### config.mk
export PLATFORM = sky130hd
export DESIGN_NAME = pipelined_row_rotator
export DESIGN_NICKNAME = d
export VERILOG_FILES = /design/src/rtl/pipelined_row_rotator.sv
export SDC_FILE = /design/constraint.sdc
export NUM_CORES = 2
export LEC_CHECK = 0
export CAP_MARGIN = 40
export CORE_UTILIZATION = 35
export DETAILED_ROUTE_END_ITERATION = 8
export PLACE_DENSITY = 0.66
export REMOVE_ABC_BUFFERS = 1
export SYNTH_ARGS = -nofsm -noshare
export SYNTH_HDL_FRONTEND = slang
export SYNTH_SLANG_ARGS = --single-unit
### constraint.sdc
create_clock -name clk -period 5.8 [get_ports clk]
set_clock_uncertainty 0.15 [all_clocks]
set_input_delay 0.87 -clock clk [delete_from_list [all_inputs] [get_ports clk]]
set_output_delay 0.87 -clock clk [all_outputs]
set_load 0.1 [all_outputs]
### src/rtl/pipelined_row_rotator.sv
// Pipelined row rotator for the transpose datapath.
// Rotates one NUM_PE-word row per beat; one register stage per barrel level
// (L = log2(NUM_PE) stages, latency L), elastic valid/ready on both sides.
//
// Ports:
//   clk, rst_n      rising-edge clock, asynchronous active-low reset
//   in_valid/ready  input handshake; in_ready has no path from in_valid
//   in_row          NUM_PE words, element i moves to (i + r) mod NUM_PE
//   in_shift_amt    explicit rotate amount (ignored when cfg_auto = 1)
//   in_dir          0 = rotate right, 1 = rotate left
//   in_last         end-of-matrix sideband; also clears the row counter
//   cfg_auto        take the amount from the internal row counter
//   out_valid/ready output handshake
//   out_row         rotated row
//   out_last        in_last of this beat
//   out_shift_amt   effective right-rotate amount applied to this beat
module pipelined_row_rotator #(
    parameter  int DATA_WIDTH     = 64,
    parameter  int NUM_PE         = 8,
    localparam int SHIFT_AMT_BITS = $clog2(NUM_PE)
) (
    input  logic                      clk,
    input  logic                      rst_n,
    input  logic                      in_valid,
    output logic                      in_ready,
    input  logic [DATA_WIDTH-1:0]     in_row [0:NUM_PE-1],
    input  logic [SHIFT_AMT_BITS-1:0] in_shift_amt,
    input  logic                      in_dir,
    input  logic                      in_last,
    input  logic                      cfg_auto,
    output logic                      out_valid,
    input  logic                      out_ready,
    output logic [DATA_WIDTH-1:0]     out_row [0:NUM_PE-1],
    output logic                      out_last,
    output logic [SHIFT_AMT_BITS-1:0] out_shift_amt
);

    localparam int L = SHIFT_AMT_BITS;

    logic [DATA_WIDTH-1:0]     row_q [L][NUM_PE];
    logic [DATA_WIDTH-1:0]     row_d [L][NUM_PE];
    logic [SHIFT_AMT_BITS-1:0] r_q   [L];
    logic [SHIFT_AMT_BITS-1:0] r_d   [L];
    logic [L-1:0]              v_q, v_d, last_q, last_d, rdy;
    logic [SHIFT_AMT_BITS-1:0] row_cnt, base_amt, r_in;
    logic                      rdy_acc;
    logic                      in_fire;

    // A stage can load if it is empty or any stage downstream of it can move;
    // this lets bubbles collapse while the output is stalled.
    always_comb begin
        rdy     = '0;
        rdy_acc = out_ready;
        for (int unsigned i = 0; i < L; i++) begin
            rdy_acc       = rdy_acc || !v_q[L-1-i];
            rdy[L-1-i]    = rdy_acc;
        end
    end

    assign in_ready = rdy[0];
    assign in_fire  = in_valid && rdy[0];

    // Left rotation by a is expressed as right rotation by -a mod NUM_PE,
    // so every stage only ever rotates right.
    always_comb begin
        base_amt = cfg_auto ? row_cnt : in_shift_amt;
        r_in     = in_dir ? -base_amt : base_amt;
    end

    // Stage k's input: previous stage's contents rotated right by 2^k when r[k] is set.
    always_comb begin
        v_d[0]    = in_valid;
        r_d[0]    = r_in;
        last_d[0] = in_last;
        for (int unsigned j = 0; j < NUM_PE; j++) begin
            row_d[0][j] = r_in[0] ? in_row[SHIFT_AMT_BITS'(j - 32'd1)] : in_row[j];
        end
        for (int unsigned k = 1; k < L; k++) begin
            v_d[k]    = v_q[k-1];
            r_d[k]    = r_q[k-1];
            last_d[k] = last_q[k-1];
            for (int unsigned j = 0; j < NUM_PE; j++) begin
                row_d[k][j] = r_q[k-1][k] ? row_q[k-1][SHIFT_AMT_BITS'(j - (32'd1 << k))]
                                          : row_q[k-1][j];
            end
        end
    end

    always_ff @(posedge clk or negedge rst_n) begin
        if (!rst_n) begin
            v_q    <= '0;
            last_q <= '0;
            for (int unsigned k = 0; k < L; k++) begin
                r_q[k] <= '0;
                for (int unsigned j = 0; j < NUM_PE; j++) begin
                    row_q[k][j] <= '0;
                end
            end
        end else begin
            for (int unsigned k = 0; k < L; k++) begin
                if (rdy[k]) begin
                    v_q[k] <= v_d[k];
                    if (v_d[k]) begin
                        r_q[k]    <= r_d[k];
                        last_q[k] <= last_d[k];
                        for (int unsigned j = 0; j < NUM_PE; j++) begin
                            row_q[k][j] <= row_d[k][j];
                        end
                    end
                end
            end
        end
    end

    always_ff @(posedge clk or negedge rst_n) begin
        if (!rst_n) begin
            row_cnt <= '0;
        end else if (in_fire && cfg_auto) begin
            if (in_last || row_cnt == SHIFT_AMT_BITS'(NUM_PE - 1)) begin
                row_cnt <= '0;
            end else begin
                row_cnt <= row_cnt + SHIFT_AMT_BITS'(1);
            end
        end
    end

    assign out_valid     = v_q[L-1];
    assign out_last      = last_q[L-1];
    assign out_shift_amt = r_q[L-1];
    assign out_row       = row_q[L-1];

endmodule
==> summary.txt <==
Outcome
  – Status: finished clean

Yosys
  – Post-synth top area cell: dfrtp_1
  – Largest family of logic cells by synthesized area: compound AO/OA/AOI/OAI gates
  – Post-synth cell types: 25
  – Post-synth ARST share: 1.000
  – Netlist Area Pre-Place: 77500 sq um
  – Sequential fraction of the synthesis area: 0.5018
  – Post-synthesis cell count: 8023
  – Synth Area in Simple Gates: 0.05089
  – Ys flop type: dfrtp_1
  – Synth Area in XOR/XNOR: 0.0001130
  – Most frequent cell after synthesis: a21oi_1
  – Synth Area in Compound Gates: 0.2151
  – EDFF count, synth: 0
  – Ranking of synthesized cells by area: dfrtp_1, mux2i_1, a21oi_1
  – Synth cell count leaders: a21oi_1, dfrtp_1, mux2i_1, nand2_1, a31oi_1
  – Mean Syn Cell Area: 9.660 sq um
  – Top-area cell type share of the netlist area: 0.5018
  – Flip-flop and latch count after synthesis: 1554
  – Post-synthesis mux area share: 0.1347
  – Synthesis Warnings: 0
  – Post-Synth Adder-Cell Area: 0.0004843

Placement
  – Final HPWL DP: 179200 microns
  – PortBufs: 1039
  – Routability Congestion: 0.9016

Global routing
  – Grt ovf: 0
  – Gr usage total: 0.2325
  – Initial antenna violation count: 87
  – Pin count of the biggest net entering global routing: 240
  – First-pass GRT wire length: 404400 microns
  – Vias in the first global route: 65235

Floorplan
  – # rows: 172
  – Die width: 472.6 microns
  – Core area: 219900 sq um
  – DIE HEIGHT: 472.6 microns
  – Die area: 223300 sq um
  – IO Count: 1040
  – Starting Density: 0.3524

Cells and area
  – Final Util: 0.4639
  – Synth-to-Final Area Change: 31.66%
  – Share of cells above drive strength 1: 0.1123
  – Filler cells: 19613
  – Final Net Count: 9107

Clocking
  – CTS tree: yes
  – Reg clk slew, reported paths: 0.07 ns
  – Clk_lat worst skew: 0.85 ns
  – Root Driver: clkbuf_16
  – Total CTS buffers: 171
  – # H-tree levels: 4
  – Clock Path Buffers: 3
  – Clk sinks: 1554
  – Post-CTS setup repair buffer count: 0

Setup path
  – Crit path arrival time: 2.58 ns
  – Crit end category: output pin
  – Critical path peak fanout: 85
  – Worst setup SP type: flip-flop
  – Kind of critical path: flip-flop to output pin
  – CP Data Required Time: 4.78 ns

Pwr
  – P_sw: 28.80 mW
  – Sequential power share: 0.280
  – Clk pwr share: 0.184
  – Worst VDD drop: 0.6661 mV
  – PwrDens: 617.5 nW/um^2
  – Leak: 41.86 nW
  – Int Pwr: 34.21 mW
  – Logic pwr share: 0.536
  – Net Sw Frac: 0.4570

Detailed routing
  – # DRC: 0
  – WL/cell: 22.85 microns
  – TritonRoute pass-1 iters: 6
  – Antenna viol nets, final: 0
  – Vias per inst: 5.694
  – Drt total wl: 268200 microns
  – Initial DRC Count: 6471
  – Via count: 66820

STA
  – Slew at the pin closest to its max-slew limit: 1.192 ns
  – Setup TNS: 0 ns
  – Normalized max-slew margin: 0.2053
  – Fin. Hold Viols: 0
  – Unrepaired setup endpoints after global routing: no
  – Final Cycle Share: 0.6208
  – # setup viols final: 0
  – Max frequency: 277.7 MHz
  – Crit path time final: 3.601 ns
  – Max Slew Vio Count: 0

Job
  – Max_cap viols: 0

Min path
  – Worst hold path class: input port to flip-flop
cell usage in the layout (no fill, tap or decap), types with 5 or more instances in the layout:
cell type           n
dfrtp_1          1550
clkdlybuf4s50_1  1025
a31oi_1          1024
buf_4             108
clkbuf_1           29
clkbuf_8           44
mux2i_1          1026
clkinvlp_4          5
bufinv_16          14
clkbuf_16         172
clkinv_16           5
inv_6               5
buf_12             46
nand2_1          1026
buf_16            193
diode_2            53
buf_8             322
mux2_2             14
a21oi_1          2050
clkinv_2           29
critical path: stages, from the launching register on:
cell      delay, ns
dfrtp_4        0.54
buf_16         0.21
nand4b_4       0.24
buf_4          0.29
buf_4          0.34
per-layer routing:
metal / vias to the layer above / global-route usage / share of wire / wire [microns]
li1: 29639 / - / - / -
met1: 33276 / 0.2954 / 0.40 / 107900
met2: 3177 / 0.3658 / 0.46 / 123500
met3: 658 / 0.05279 / 0.081 / 21750
met4: 70 / 0.1274 / 0.054 / 14610
met5: - / 0 / 0.0017 / 445
logic make-up (layout without fill, tap and decap cells):
group	count (synthesis)	in the layout
compound gates	3075	3075
xor+xnor	1	1
mux	1041	1041
simple gates	1039	1039
flops	1554	1554
buf+inv	1310	2012
other cells	0	53
fa+ha+maj	3	3
flip-flops by register name, indices dropped and copies added, names as in the netlist:
register       count
row_q           1024
out_shift_amt      3
last_q             3
row_cnt            3
v_q                3
out_row          512
r_d                6
timing repair:
item | 4_1_cts | 5_1_grt
resized for setup | 0 | 0
hold buffers | 1 | 0
hold endpoints to repair | 90 | 0
endpoints found under the setup margin | 0 | 0
cell type report:
cell class / instances / area, sq um / share of cell area
diodes: 53 / 132.6 / 0.001300
clock buffers: 245 / 5019 / 0.04918
clock inverters: 71 / 969.7 / 0.009503
inverters: 1 / 30.03 / 0.0002943
multi-input cells: 5159 / 31140 / 0.3051
flip-flops and latches: 1554 / 38900 / 0.3812
well taps: 2958 / 3701 / 0.03627
repair buffers: 1695 / 22150 / 0.2171
power by group through the flow:
stage | logic, mW | registers, mW | clock network (mW)
finish | 33.8 | 17.7 | 11.6
global route | 35.2 | 18.0 | 12.2
CTS | 33.9 | 17.5 | 11.8
detailed placement | 33.7 | 17.6 | 0
global placement | 26.5 | 17.6 | 0
floorplan | 8.87 | 27.5 | 0
final timing paths:
path                       startpoint  cells past startpoint                to  slack [ns]
max in group asynchronous       rst_n                      3       row_q[1123]        3.30
hold / removal               in_valid                      3       row_q[1170]        0.31
min in group asynchronous       rst_n                      2      out_row[274]        0.49
hold reg to reg                r_d[0]                      1  out_shift_amt[0]        0.36
setup reg to reg               v_q[1]                      5       out_row[24]        2.53
setup / recovery               v_q[1]                      4          in_ready        2.20
per-stage QoR:
stage / hold WS (ns) / power (mW) / setup slack [ns] / cells / instance area (sq um)
2_1_floorplan: 0.3253 / 36.40 / -39.66 / 6714 / 70000
3_3_place_gp: 0.3374 / 44.15 / 1.817 / 10851 / 85760
3_5_place_dp: 0.3464 / 51.35 / 1.852 / 11366 / 95910
4_1_cts: 0.2347 / 63.19 / 2.051 / 11683 / 101900
5_1_grt: 0.2964 / 65.42 / 2.051 / 11719 / 102000
6_report: 0.3108 / 63.01 / 2.199 / 11736 / 102000
(Power assumes the default switching activity.)
